File: config.mk
export PLATFORM = sky130hd
export DESIGN_NAME = fifo_vec_assembler_flat
export DESIGN_NICKNAME = d
export VERILOG_FILES = /design/src/rtl/fifo_vec_assembler_pkg.sv /design/src/rtl/fifo_vec_assembler_if.sv /design/src/rtl/fifo_vec_assembler_vec_out_reg.sv /design/src/rtl/fifo_vec_assembler.sv /design/src/flat_wrapper.sv
export SDC_FILE = /design/constraint.sdc
export NUM_CORES = 1
export LEC_CHECK = 0
export CORE_MARGIN = 1.5
export CORE_UTILIZATION = 54
export CTS_BUF_LIST = sky130_fd_sc_hd__clkbuf_16
export DETAILED_ROUTE_END_ITERATION = 8
export GPL_TIMING_DRIVEN = 0
export PLACE_DENSITY = 0.79
export SETUP_SLACK_MARGIN = 0.02
export SYNTH_ARGS = -nofsm -noshare
export SYNTH_HDL_FRONTEND = slang
export SYNTH_SLANG_ARGS = --single-unit
File: constraint.sdc
create_clock -name clk -period 3.1 [get_ports clk]
set_input_delay 0.465 -clock clk [delete_from_list [all_inputs] [get_ports clk]]
set_output_delay 0.465 -clock clk [all_outputs]
set_load 0.03 [all_outputs]
File: src/rtl/fifo_vec_assembler_pkg.sv
// Shared GPU constants: FIFO word width and vector geometry.
// Used by the DRAM read path, the vector assembler and the vector datapath.
package gpu_pkg;

  localparam int WORD_W    = 32;
  localparam int VEC_SHIFT = 2;
  localparam int VEC_WORDS = 1 << VEC_SHIFT;
  localparam int CNT_W     = 30;

  typedef logic [WORD_W-1:0]           word_t;
  typedef logic [WORD_W*VEC_WORDS-1:0] vec_t;

endpackage

File: src/rtl/fifo_vec_assembler_if.sv
// FIFO read side and vector output handshake of the assembler.
// master: assembler side; slave: FIFO / downstream datapath side.
interface fifo_vec_assembler_if;
  import gpu_pkg::*;

  logic  fifo_rdreq;
  word_t fifo_q;
  logic  fifo_empty;
  vec_t  vec_data;
  logic  vec_valid;
  logic  vec_ready;

  modport master (
    output fifo_rdreq,
    input  fifo_q,
    input  fifo_empty,
    output vec_data,
    output vec_valid,
    input  vec_ready
  );

  modport slave (
    input  fifo_rdreq,
    output fifo_q,
    output fifo_empty,
    input  vec_data,
    input  vec_valid,
    output vec_ready
  );

endinterface

File: src/rtl/fifo_vec_assembler_vec_out_reg.sv
// Single-entry valid/ready holding register for assembled vectors.
// load_i/data_i in, ready_o = may load, data_o/valid_o out, xfer_o = handoff.
module vec_out_reg
  import gpu_pkg::*;
(
  input  logic clk,
  input  logic rst_n,
  input  logic load_i,
  input  vec_t data_i,
  output logic ready_o,
  output vec_t data_o,
  output logic valid_o,
  input  logic dst_ready_i,
  output logic xfer_o
);

  logic valid_q;
  vec_t data_q;

  assign ready_o = !valid_q || dst_ready_i;
  assign xfer_o  = valid_q && dst_ready_i;
  assign data_o  = data_q;
  assign valid_o = valid_q;

  always_ff @(posedge clk or negedge rst_n) begin
    if (!rst_n) begin
      valid_q <= 1'b0;
      data_q  <= '0;
    end else if (load_i) begin
      valid_q <= 1'b1;
      data_q  <= data_i;
    end else if (xfer_o) begin
      valid_q <= 1'b0;
    end
  end

endmodule

File: src/rtl/fifo_vec_assembler.sv
// Pops a non-show-ahead FIFO and packs VEC_WORDS words per output vector.
// Ports: clk, rst_n, start/num_vectors job control, busy/done, bus (FIFO+vector).
module fifo_vec_assembler #(
  parameter int WORD_W    = gpu_pkg::WORD_W,
  parameter int VEC_SHIFT = gpu_pkg::VEC_SHIFT,
  parameter int CNT_W     = gpu_pkg::CNT_W
) (
  input  logic                        clk,
  input  logic                        rst_n,
  input  logic                        start,
  input  logic [CNT_W-1:0]            num_vectors,
  output logic                        busy,
  output logic                        done,
  fifo_vec_assembler_if.master        bus
);

  localparam int VEC_WORDS = 1 << VEC_SHIFT;
  localparam int WCNT_W    = CNT_W + VEC_SHIFT;
  localparam int ACNT_W    = VEC_SHIFT + 1;
  localparam int SUM_W     = ACNT_W + 1;

  logic                       busy_q;
  logic                       done_q;
  logic                       inflight_q;
  logic [WCNT_W-1:0]          words_left_q;
  logic [CNT_W-1:0]           vec_left_q;
  logic [ACNT_W-1:0]          asm_cnt_q;
  logic [WORD_W-1:0]          lanes_q [VEC_WORDS];
  logic [WORD_W*VEC_WORDS-1:0] lanes_flat;

  logic pop;
  logic full;
  logic load;
  logic out_rdy;
  logic xfer;
  logic [SUM_W-1:0] occ;

  // Lanes already filled plus the word still in the FIFO pipeline.
  assign occ  = SUM_W'(asm_cnt_q) + SUM_W'(inflight_q);
  assign pop  = busy_q && (words_left_q != '0) &&
                !bus.fifo_empty && (occ < SUM_W'(VEC_WORDS));
  assign full = (asm_cnt_q == ACNT_W'(VEC_WORDS));
  assign load = full && out_rdy;

  assign bus.fifo_rdreq = pop;
  assign busy = busy_q;
  assign done = done_q;

  always_comb begin
    lanes_flat = '0;
    for (int i = 0; i < VEC_WORDS; i++) begin
      lanes_flat[i*WORD_W +: WORD_W] = lanes_q[i];
    end
  end

  vec_out_reg u_out (
    .clk         (clk),
    .rst_n       (rst_n),
    .load_i      (load),
    .data_i      (lanes_flat),
    .ready_o     (out_rdy),
    .data_o      (bus.vec_data),
    .valid_o     (bus.vec_valid),
    .dst_ready_i (bus.vec_ready),
    .xfer_o      (xfer)
  );

  always_ff @(posedge clk or negedge rst_n) begin
    if (!rst_n) begin
      busy_q       <= 1'b0;
      done_q       <= 1'b1;
      inflight_q   <= 1'b0;
      words_left_q <= '0;
      vec_left_q   <= '0;
      asm_cnt_q    <= '0;
      for (int i = 0; i < VEC_WORDS; i++) begin
        lanes_q[i] <= '0;
      end
    end else begin
      inflight_q <= pop;

      if (start && !busy_q) begin
        words_left_q <= WCNT_W'(num_vectors) << VEC_SHIFT;
        vec_left_q   <= num_vectors;
        busy_q       <= (num_vectors != '0);
        done_q       <= (num_vectors == '0);
      end else begin
        if (pop) begin
          words_left_q <= words_left_q - WCNT_W'(1);
        end
        if (xfer && (vec_left_q != '0)) begin
          vec_left_q <= vec_left_q - CNT_W'(1);
          if (vec_left_q == CNT_W'(1)) begin
            busy_q <= 1'b0;
            done_q <= 1'b1;
          end
        end
      end

      // FIFO data lands one cycle after the pop.
      if (inflight_q) begin
        lanes_q[asm_cnt_q[VEC_SHIFT-1:0]] <= bus.fifo_q;
      end

      // Pop rule keeps capture and load from coinciding.
      if (load) begin
        asm_cnt_q <= '0;
      end else if (inflight_q) begin
        asm_cnt_q <= asm_cnt_q + ACNT_W'(1);
      end
    end
  end

endmodule

File: src/flat_wrapper.sv
// flat-port wrapper written by rule: the top's interface ports become plain ports
module fifo_vec_assembler_flat 
#(
  parameter int WORD_W    = gpu_pkg::WORD_W,
  parameter int VEC_SHIFT = gpu_pkg::VEC_SHIFT,
  parameter int CNT_W     = gpu_pkg::CNT_W
)
  (clk, rst_n, start, num_vectors, busy, done, bus_fifo_rdreq, bus_fifo_q, bus_fifo_empty, bus_vec_data, bus_vec_valid, bus_vec_ready);
  fifo_vec_assembler_if bus_i ();
  input  logic clk;
  input  logic rst_n;
  input  logic start;
  input  logic [CNT_W-1:0] num_vectors;
  output logic busy;
  output logic done;
  output wire logic [$bits(bus_i.fifo_rdreq)-1:0] bus_fifo_rdreq;
  input wire logic [$bits(bus_i.fifo_q)-1:0] bus_fifo_q;
  input wire logic [$bits(bus_i.fifo_empty)-1:0] bus_fifo_empty;
  output wire logic [$bits(bus_i.vec_data)-1:0] bus_vec_data;
  output wire logic [$bits(bus_i.vec_valid)-1:0] bus_vec_valid;
  input wire logic [$bits(bus_i.vec_ready)-1:0] bus_vec_ready;
  assign bus_fifo_rdreq = bus_i.fifo_rdreq;
  assign bus_i.fifo_q = bus_fifo_q;
  assign bus_i.fifo_empty = bus_fifo_empty;
  assign bus_vec_data = bus_i.vec_data;
  assign bus_vec_valid = bus_i.vec_valid;
  assign bus_i.vec_ready = bus_vec_ready;
  fifo_vec_assembler #(.WORD_W(WORD_W), .VEC_SHIFT(VEC_SHIFT), .CNT_W(CNT_W)) u_core (.clk(clk), .rst_n(rst_n), .start(start), .num_vectors(num_vectors), .busy(busy), .done(done), .bus(bus_i));
endmodule
==> results of run 1 <==
worst min path at each step:
| stage | depth (start not counted) | endpoint |
|---|---|---|
| final | 1 | u_core.u_out.data_o[62]$_DFFE_PN0P_ |
| after global routing | 1 | u_core.lanes_flat[48]$_DFFE_PN0P_ |
| after CTS | 1 | u_core.u_out.data_o[17]$_DFFE_PN0P_ |
| after detailed placement | 1 | u_core.u_out.data_o[101]$_DFFE_PN0P_ |
| after global placement | 1 | u_core.u_out.data_o[109]$_DFFE_PN0P_ |
| after floorplan | 0 | u_core.asm_cnt_q[0]$_DFFE_PN0P_ |
synth_stat cells, types with 2 or more instances:
master,number,share of area (%)
nor4b_1,3,0.19
mux2_2,256,21
and3_1,2,0.092
a2111oi_0,2,0.13
o31ai_1,6,0.33
a221o_1,2,0.15
clkbuf_1,34,0.94
dfrtp_1,324,60
nor3_1,14,0.52
xor2_1,11,0.71
o221ai_1,2,0.13
a211o_1,2,0.13
nor2_1,31,0.86
nand4_1,13,0.60
xnor2_1,11,0.71
a31o_2,2,0.13
and4_1,3,0.19
buf_2,2,0.074
mux2i_1,2,0.15
or4b_2,2,0.15
nor4_1,23,1.1
nand2b_1,2,0.092
o211ai_1,13,0.72
or3_1,14,0.65
a31oi_1,12,0.55
nand2_1,47,1.3
buf_1,12,0.33
ha_1,7,0.65
or4_1,16,0.89
nand3_1,19,0.70
o311ai_0,11,0.71
o2111ai_1,4,0.26
o21ai_0,47,1.7
a21oi_1,14,0.52
o31a_1,4,0.26
or2_2,8,0.37
a22oi_1,2,0.11
inv_1,18,0.50
layout make-up:
| class | count | area share, % |
|---|---|---|
| Buffer | 49 | 1.25 |
| Clock buffer | 37 | 5.36 |
| Clock inverter | 28 | 1.05 |
| Inverter | 18 | 0.413 |
| Multi-Input combinational cell | 623 | 30.4 |
| Sequential cell | 325 | 47.1 |
| Tap cell | 324 | 2.35 |
| Timing Repair Buffer | 206 | 12.1 |
routing by layer:
metal	wire, microns	vias up	track usage [%]	share of wire [%]
met3	2700	58	7.63	7.8
met5	13	-	0	0.038
met1	14100	4741	34.0	41
met2	16700	317	44.3	49
met4	886	2	8.84	2.6
li1	-	4241	-	-
through the flow:
step	hold WS, ns	cell area, sq um	total power (W)	setup TNS (ns)
detailed placement	0.486	16000	0.0156	-5.10
global placement	0.480	15900	0.0153	-3947.62
CTS	0.500	17200	0.0197	0
global route	0.508	17300	0.0207	0
finish	0.497	17300	0.0197	0
floorplan	0.169	13600	0.0124	0
power groups by stage:
stage	Clock (W)	Sequential, W	Combinational, W
floorplan	0	0.00896	0.00340
global placement	0	0.00746	0.00784
detailed placement	0	0.00755	0.00801
CTS	0.00403	0.00752	0.00820
global route	0.00420	0.00777	0.00869
finish	0.00396	0.00753	0.00817
what timing repair did:
| item | CTS | global route |
|---|---|---|
| endpoints found under the hold margin | 62 | 0 |
| setup buffers | 5 | 0 |
| endpoints found under the setup margin | 28 | 2 |
| resized for setup | 20 | 4 |
| hold buffers | 1 | 0 |
| pin swaps | 2 | 2 |
critical path, stage by stage (launching register included):
cell        delay (ns)
dfrtp_1           0.39
or4_1             0.64
nor4_4            0.30
a31o_4            0.23
clkinvlp_4        0.11
clkbuf_16         0.18
buf_4             0.17
logic make-up (layout without fill, tap and decap cells):
logic type,Yosys count,in the layout,synth area share [%]
AO/OA/AOI/OAI,129,129,6.24
XOR/XNOR,22,22,1.42
adder cells (fa/ha/maj),7,7,0.646
buffers and inverters,67,338,1.93
flip-flops,325,325,60.0
multiplexers,258,258,21.4
AND/OR/NAND/NOR,207,207,8.37
state kept, by name, indices dropped and copies added, names as in the netlist:
name	count
u_core.lanes_flat	128
u_core.words_left_q	32
u_core.u_out.data_o	128
u_core.inflight_q	1
u_core.vec_left_q	30
u_core.busy	1
u_core.done	1
u_core.asm_cnt_q	3
u_core.u_out.valid_o	1
==> run summary, run 1 <==
Clock sinks - 325
Number of synthesized flops with an enable pin - 0
Root Buffer - clkbuf_16
Synthesized instance count - 1,015
Critical path launch point type - flip-flop
Core area - 24,500 sq um
FF/Latch Area - 8130 sq um
Comb pwr share - 41.5%
CTS tree - built
Number of global-route vias before repair - 9,705
Period utilization - 96.9%
DRC viols - 0
Worst Path Max Fanout - 11
Hold path start - u_core.lanes_flat[62]$_DFFE_PN0P_
Final ANT Viol Nets - 0
Max_cap viols - 0
Area of the multi-input gates - 5240 sq um
Async SR Flop Fraction - 100%
Ports - 199
Part of the power in registers - 38.3%
Fin Clk Skew - 0.0173 ns
Die Y - 161 microns
Setup crit start - u_core.words_left_q[23]$_DFFE_PN0P_
Commonest non-fill, non-tap cell in the layout - dfrtp_1
Final setup viols - 0
Starting density of the core - 55.4%
WL final - 34,400 microns
Layout cells sized above 1 - 26.7%
Netlist Area Pre-Place - 13,600 sq um
Worst setup endpoint - bus_fifo_rdreq
Final worst slack - 0.0946 ns
Initial DRC Count - 614
Global-route usage over all layers - 26.8%
Ys flop type - dfrtp_1
Die area - 26,100 sq um
Drt first pass iters - 6
Final HPWL DP - 23,800 microns
Sequential fraction of the synthesis area - 60.0%
Routed vias/inst - 5.81
Critical path arrival - 2.54 ns
Util after Layout - 70.6%
Via count of the routed design - 9,359
Critical R2R Launch - u_core.vec_left_q[0]$_DFFE_PN0P_
Max frequency - 0.333 GHz
Post-Syn Nets - 1,089
Peak supply drop - 0.730 mV
Total CTS buffers - 36
Antenna violations before repair - 1
P_leak - 7.12 nW
Die W - 161 microns
Reg-to-reg slack, setup - 0.12 ns
Final Hold Fails - 0
Clk buf depth - 3
Clock share of power - 20.2%
Hold Path Class - flip-flop to flip-flop
Post-synthesis sequential element count - 325
IO buf count - 198
Pwr Density - 1140 nW/um^2
Worst-Skew Late Latency - 0.52 ns
Mapped Avg Cell Area - 13.4 sq um
CP Capture Type - output port
Worst-path clk slew - 0.06 ns
CP Class - flip-flop to output port
Fin. max-slew vios - 0
Slew @ Worst Pin - 0.826 ns
Most frequent cells in the layout - 324 x dfrtp_1, 256 x mux2_2, 196 x clkdlybuf4s50_1
Switching power - 0.00722 W
Final Critical Period - 3.01 ns
FP Rows - 57
Area growth, synth to finish - 27.3%
GPL Wtd Cong - 0.924
Yosys Warn Count - 0
H-tree depth - 2
Inst Count DP - 1,539
Sw Share - 36.7%
Number of diodes - 0
Largest net degree at the start of global routing - 126
Distinct cells, synth - 56
Post-Layout Cell Count - 1,610
GRT Residual Overflow - 0
Reg2reg path depth - 8
Pre-CTS setup slack - -0.864 ns
Unrepaired setup endpoints after global routing - true
# nets final - 1,333
Filler instances - 1,710
Global-route wire length before repair - 53,900 microns
Crit path required time - 2.63 ns
Relative slew slack - 44.9%
Status - complete, no violations
Internal power - 0.0124 W
WL/cell - 21.4 microns
FF-to-FF End - u_core.vec_left_q[26]$_DFFE_PN0P_
Note: power is estimated with default switching activity, not from simulation.
==> inputs of run 2 (changes only) <==
--- a/config.mk
+++ b/config.mk
@@ -6,11 +6,11 @@
 export NUM_CORES = 1
 export LEC_CHECK = 0
 export CORE_MARGIN = 1.5
-export CORE_UTILIZATION = 54
+export CORE_UTILIZATION = 45
 export CTS_BUF_LIST = sky130_fd_sc_hd__clkbuf_16
 export DETAILED_ROUTE_END_ITERATION = 8
 export GPL_TIMING_DRIVEN = 0
-export PLACE_DENSITY = 0.79
+export PLACE_DENSITY = 0.68
 export SETUP_SLACK_MARGIN = 0.02
 export SYNTH_ARGS = -nofsm -noshare
 export SYNTH_HDL_FRONTEND = slang
==> run summary, run 2 (synthesis results as in run 1) <==
Die area - 31,200 sq um (+20%)
GRT Residual Overflow - 0 (unchanged)
Relative slew slack - 44.9% (about the same)
Met2 usage - 36.3% (-8.0 points)
Drt first pass iters - 5 (-1)
FF-to-FF End - u_core.vec_left_q[26]$_DFFE_PN0P_
Max_cap viols - 0 (unchanged)
Final ANT Viol Nets - 0 (unchanged)
Critical path launch point type - flip-flop
Post-route cell area - 17,300 sq um (+0.20%)
Area growth, synth to finish - 27.6%
Layout cells sized above 1 - 26.7% (about the same)
Placed Area - 16,100 sq um (+0.69%)
Number of diodes - 0 (unchanged)
Ports - 199 (unchanged)
Most frequent cells in the layout - 324 x dfrtp_1, 256 x mux2_2, 196 x clkdlybuf4s50_1
DRC viols - 0 (unchanged)
Max frequency - 0.327 GHz (-1.6%)
Worst-Skew Late Latency - 0.53 ns (about the same)
Global-route usage over all layers - 22.8% (-4.0 points)
WL final - 34,700 microns (+0.79%)
IO buf count - 198 (unchanged)
WL/cell - 20.8 microns (-2.9%)
Total CTS buffers - 36 (unchanged)
Routed vias/inst - 5.59 (-3.8%)
CP Class - flip-flop to output port
Setup crit start - u_core.words_left_q[17]$_DFFE_PN0P_
Peak supply drop - 0.764 mV (+4.6%)
CP Capture Type - output port
Antenna violations before repair - 1 (unchanged)
Area of the multi-input gates - 5220 sq um (-0.41%)
Clk buf depth - 3 (unchanged)
Met1 GRT Util - 28.7% (-5.3 points)
Worst setup endpoint - bus_fifo_rdreq
Initial DRC Count - 655 (+6.7%)
Global-route wire length before repair - 54,700 microns (+1.5%)
Unrepaired setup endpoints after global routing - true
Core area - 29,600 sq um (+21%)
Pre-CTS setup slack - -0.900 ns (-0.0360 ns)
Final Hold Fails - 0 (unchanged)
Reg-to-reg slack, setup - 0.15 ns (+0.03 ns)
Pwr Density - 1130 nW/um^2 (-1.0%)
Final setup viols - 0 (unchanged)
Final worst slack - 0.0447 ns (-0.0499 ns)
Final HPWL DP - 24,200 microns (+1.4%)
H-tree depth - 2 (unchanged)
FF/Latch Area - 8130 sq um (unchanged)
Fin Clk Skew - 0.0288 ns (+0.0114 ns)
Via count of the routed design - 9,340 (-0.20%)
Slew @ Worst Pin - 0.819 ns (-0.00773 ns)
Final Critical Period - 3.06 ns (+0.0499 ns)
Hold slack final - 0.472 ns (-0.0250 ns)
Sum Neg Setup Slack - 0 ns (unchanged)
Busiest grt layer - met2
Status - complete, no violations
CTS tree - built
Die Y - 177 microns (+9.4%)
Number of global-route vias before repair - 9,733 (+0.29%)
Crit path required time - 2.63 ns (about the same)
Reg2reg path depth - 8 (unchanged)
FP Rows - 63 (+11%)
Clock sinks - 325 (unchanged)
Overall power - 0.0195 W (-0.81%)
Worst-path clk slew - 0.06 ns (about the same)
Critical path arrival - 2.59 ns (+0.05 ns)
Die W - 177 microns (+9.4%)
P_leak - 7.10 nW (-0.31%)
Starting density of the core - 45.7% (-9.7 points)
Met3 Use GR - 8.74% (+1.1 points)
Critical R2R Launch - u_core.vec_left_q[1]$_DFFE_PN0P_
# nets final - 1,333 (unchanged)
Hold Path Class - flip-flop to flip-flop
Period utilization - 98.6% (+1.6 points)
Commonest non-fill, non-tap cell in the layout - dfrtp_1
GPL Wtd Cong - 0.910 (-1.5%)
Largest net degree at the start of global routing - 91 (-28%)
Root Buffer - clkbuf_16
Worst Path Max Fanout - 11 (unchanged)
Fin. max-slew vios - 0 (unchanged)
Filler instances - 2,424 (+42%)
==> run 2: cell count changes in the layout (fill, tap and decap cells not counted), sizes merged <==
cell      before  now
clkinv        20   19
inv           24   22
bufinv         1    0
clkinvlp       1    0
==> run 2: worst max-delay path, stage by stage, from the launching register on <==
cell and delay, ns:
dfrtp_1 0.41, or4_1 0.63, nor4_2 0.35, a31o_4 0.23
inv_2 0.09, clkbuf_16 0.18, buf_4 0.17
==> run 2: worst min path at each step <==
stage / from / to / slack (ns) / depth (start not counted)
after floorplan: rst_n / u_core.asm_cnt_q[0]$_DFFE_PN0P_ / 0.17 / 0
after global placement: u_core.lanes_flat[71]$_DFFE_PN0P_ / u_core.u_out.data_o[71]$_DFFE_PN0P_ / 0.48 / 1
after detailed placement: rst_n / u_core.vec_left_q[29]$_DFFE_PN0P_ / 0.47 / 1
after CTS: u_core.lanes_flat[69]$_DFFE_PN0P_ / u_core.u_out.data_o[69]$_DFFE_PN0P_ / 0.48 / 1
after global routing: u_core.lanes_flat[69]$_DFFE_PN0P_ / u_core.u_out.data_o[69]$_DFFE_PN0P_ / 0.49 / 1
final: u_core.lanes_flat[69]$_DFFE_PN0P_ / u_core.u_out.data_o[69]$_DFFE_PN0P_ / 0.47 / 1
==> run 2: what timing repair did <==
| action | 4_1_cts | 5_1_grt |
|---|---|---|
| endpoints found under the setup margin | 30 | 12 |
| pin swaps | 2 | 1 |
| hold buffers | 1 | 0 |
| gates cloned | 0 | 0 |
| resized for setup | 18 | 6 |
| hold endpoints to repair | 73 | 0 |
| buffers inserted | 4 | 0 |
==> run 2: layout make-up <==
type                       count  area share [%]
buffer                        49            1.25
clock buffer                  37            5.35
clock inverter                23           0.788
inverter                      18           0.391
multi-input combinational    623            30.2
sequential                   325            47.0
tap                          390            2.82
timing repair buffer         206            12.2
==> run 2: per-stage QoR <==
step | cells | util [%]
2_1_floorplan | 1015 | -
3_3_place_gp | 1603 | 54.1
3_5_place_dp | 1606 | 54.4
4_1_cts | 1671 | 58.3
5_1_grt | 1671 | 58.4
6_report | 1671 | 58.4
==> run 2: report_power, final <==
part | internal, W | total, W | switching (W)
sequential | 0.00628 | 0.00751 | 0.00123
combinational | 0.00388 | 0.00814 | 0.00426
clock | 0.00217 | 0.00386 | 0.00169
==> run 2: metal layers <==
| metal | share of wire, % | vias to the layer above |
|---|---|---|
| met4 | 2.7 | 2 |
| met5 | 0.037 | - |
| met2 | 47 | 344 |
| met1 | 40 | 4699 |
| met3 | 10 | 72 |
| li1 | - | 4223 |
==> inputs of run 3 (changes only) <==
--- a/config.mk
+++ b/config.mk
@@ -7,7 +7,6 @@
 export LEC_CHECK = 0
 export CORE_MARGIN = 1.5
 export CORE_UTILIZATION = 45
-export CTS_BUF_LIST = sky130_fd_sc_hd__clkbuf_16
 export DETAILED_ROUTE_END_ITERATION = 8
 export GPL_TIMING_DRIVEN = 0
 export PLACE_DENSITY = 0.68
==> run summary, run 3 (synthesis results as in run 1) <==
Status - complete, no violations
Commonest non-fill, non-tap cell in the layout - dfrtp_1
Root Buffer - clkbuf_16
Final ANT Viol Nets - 0 (unchanged)
Final setup viols - 0 (unchanged)
GRT Residual Overflow - 0 (unchanged)
Final Critical Period - 2.99 ns (-0.0626 ns)
Max frequency - 0.334 GHz (+2.1%)
Peak supply drop - 0.765 mV (+0.21%)
Initial DRC Count - 545 (-17%)
Period utilization - 96.5% (-2.0 points)
Number of diodes - 0 (unchanged)
Clock sinks - 325 (unchanged)
Area growth, synth to finish - 28.3%
Layout cells sized above 1 - 27.6% (+0.86 points)
WL final - 34,800 microns (+0.49%)
Hold Path Class - flip-flop to flip-flop
Worst Path Max Fanout - 11 (unchanged)
FP Rows - 63 (unchanged)
Core area - 29,600 sq um (unchanged)
Unrepaired setup endpoints after global routing - false
Worst-path clk slew - 0.06 ns (about the same)
Routed vias/inst - 5.60 (+0.16%)
GPL Wtd Cong - 0.910 (unchanged)
Global-route wire length before repair - 55,000 microns (+0.57%)
Pre-CTS setup slack - -0.900 ns (unchanged)
Critical R2R Launch - u_core.vec_left_q[1]$_DFFE_PN0P_
P_leak - 7.12 nW (+0.39%)
CP Capture Type - output port
Inst Count DP - 1,606 (unchanged)
CTS tree - built
Die area - 31,200 sq um (unchanged)
Setup crit start - u_core.words_left_q[1]$_DFFE_PN0P_
Hold slack final - 0.470 ns (-0.00197 ns)
WL/cell - 20.9 microns (+0.49%)
H-tree depth - 2 (unchanged)
Placed Area - 16,100 sq um (unchanged)
Largest net degree at the start of global routing - 91 (unchanged)
Pwr Density - 1140 nW/um^2 (+0.83%)
Antenna violations before repair - 1 (unchanged)
Most frequent cells in the layout - 324 x dfrtp_1, 256 x mux2_2, 196 x clkdlybuf4s50_1
Slew @ Worst Pin - 0.819 ns (+0.000583 ns)
Worst-Skew Late Latency - 0.54 ns (about the same)
Ports - 199 (unchanged)
Max_cap viols - 0 (unchanged)
Die Y - 177 microns (unchanged)
Die W - 177 microns (unchanged)
Final worst slack - 0.107 ns (+0.0626 ns)
Hold path start - u_core.lanes_flat[69]$_DFFE_PN0P_
Via count of the routed design - 9,355 (+0.16%)
Relative slew slack - 44.9% (about the same)
Final Hold Fails - 0 (unchanged)
Post-Layout Cell Count - 1,671 (unchanged)
Filler instances - 2,406 (-0.74%)
Fin. max-slew vios - 0 (unchanged)
Number of global-route vias before repair - 9,763 (+0.31%)
Critical path arrival - 2.53 ns (-0.06 ns)
Starting density of the core - 45.7% (unchanged)
Crit path required time - 2.63 ns (about the same)
# nets final - 1,333 (unchanged)
Post-route cell area - 17,400 sq um (+0.55%)
IO buf count - 198 (unchanged)
Final HPWL DP - 24,200 microns (unchanged)
CP Class - flip-flop to output port
Fin Clk Skew - 0.0318 ns (+0.00309 ns)
DRC viols - 0 (unchanged)
Clk buf depth - 3 (unchanged)
Drt first pass iters - 6 (+1)
Global-route usage over all layers - 22.9% (+0.12 points)
Critical path launch point type - flip-flop
Total CTS buffers - 36 (unchanged)
[run 3: cell types whose count changed in the layout (fill, tap and decap cells not counted), sizes merged]
cell,previous run,this run
clkbuf,71,83
inv,22,18
clkinv,19,11
[run 3: critical path, stage by stage, from the launching register on]
cell and delay [ns]:
dfrtp_1 0.41, inv_2 0.08, ha_4 0.15, or4b_4 0.49, nor4_4 0.23, a31o_4 0.23
inv_4 0.07, clkbuf_16 0.17, buf_4 0.17
[run 3: per-stage QoR]
stage	power (W)	utilization, %	setup TNS [ns]
4_1_cts	0.0199	58.6	0
2_1_floorplan	0.0124	-	0
3_3_place_gp	0.0154	54.1	-4047.60
6_report	0.0198	58.7	0
5_1_grt	0.0209	58.7	0
3_5_place_dp	0.0156	54.4	-15.54
[run 3: final timing paths]
path / slack (ns) / cells after the start / to
max in group asynchronous: 1.39 / 4 / u_core.u_out.data_o[4]$_DFFE_PN0P_
setup / recovery: 0.11 / 8 / bus_fifo_rdreq
hold reg to reg: 0.47 / 1 / u_core.u_out.data_o[69]$_DFFE_PN0P_
setup reg to reg: 0.15 / 8 / u_core.vec_left_q[26]$_DFFE_PN0P_
min in group asynchronous: 0.50 / 2 / u_core.vec_left_q[29]$_DFFE_PN0P_
hold / removal: 0.47 / 1 / u_core.u_out.data_o[69]$_DFFE_PN0P_
[run 3: layout make-up]
cell class              instances  area, sq um  area share [%]
well taps                     390          488            2.81
repair buffers                206         2110            12.1
multi-input cells             623         5240            30.1
inverters                      18         70.1           0.403
clock inverters                11         91.3           0.525
clock buffers                  49         1050            6.04
plain buffers                  49          216            1.24
flip-flops and latches        325         8130            46.8
[run 3: routing by layer]
| layer | GRT usage, % | up-vias | wire length (microns) |
|---|---|---|---|
| met5 | 0 | - | 13 |
| met4 | 6.85 | 2 | 899 |
| met3 | 8.70 | 66 | 3510 |
| met2 | 36.5 | 333 | 16500 |
| met1 | 28.9 | 4726 | 13900 |
| li1 | - | 4228 | - |
[run 3: timing repair]
| action | in CTS | in global routing |
|---|---|---|
| hold buffers | 1 | 0 |
| gates resized for setup | 18 | 11 |
| endpoints found under the hold margin | 73 | 0 |
| buffers inserted | 4 | 0 |
| setup endpoints to repair | 30 | 12 |
| pin swaps | 2 | 2 |
[run 3: where the power goes]
group	internal [W]	switching (W)	total, W
clock	0.00238	0.00171	0.00408
combinational	0.00390	0.00427	0.00817
sequential	0.00628	0.00124	0.00752
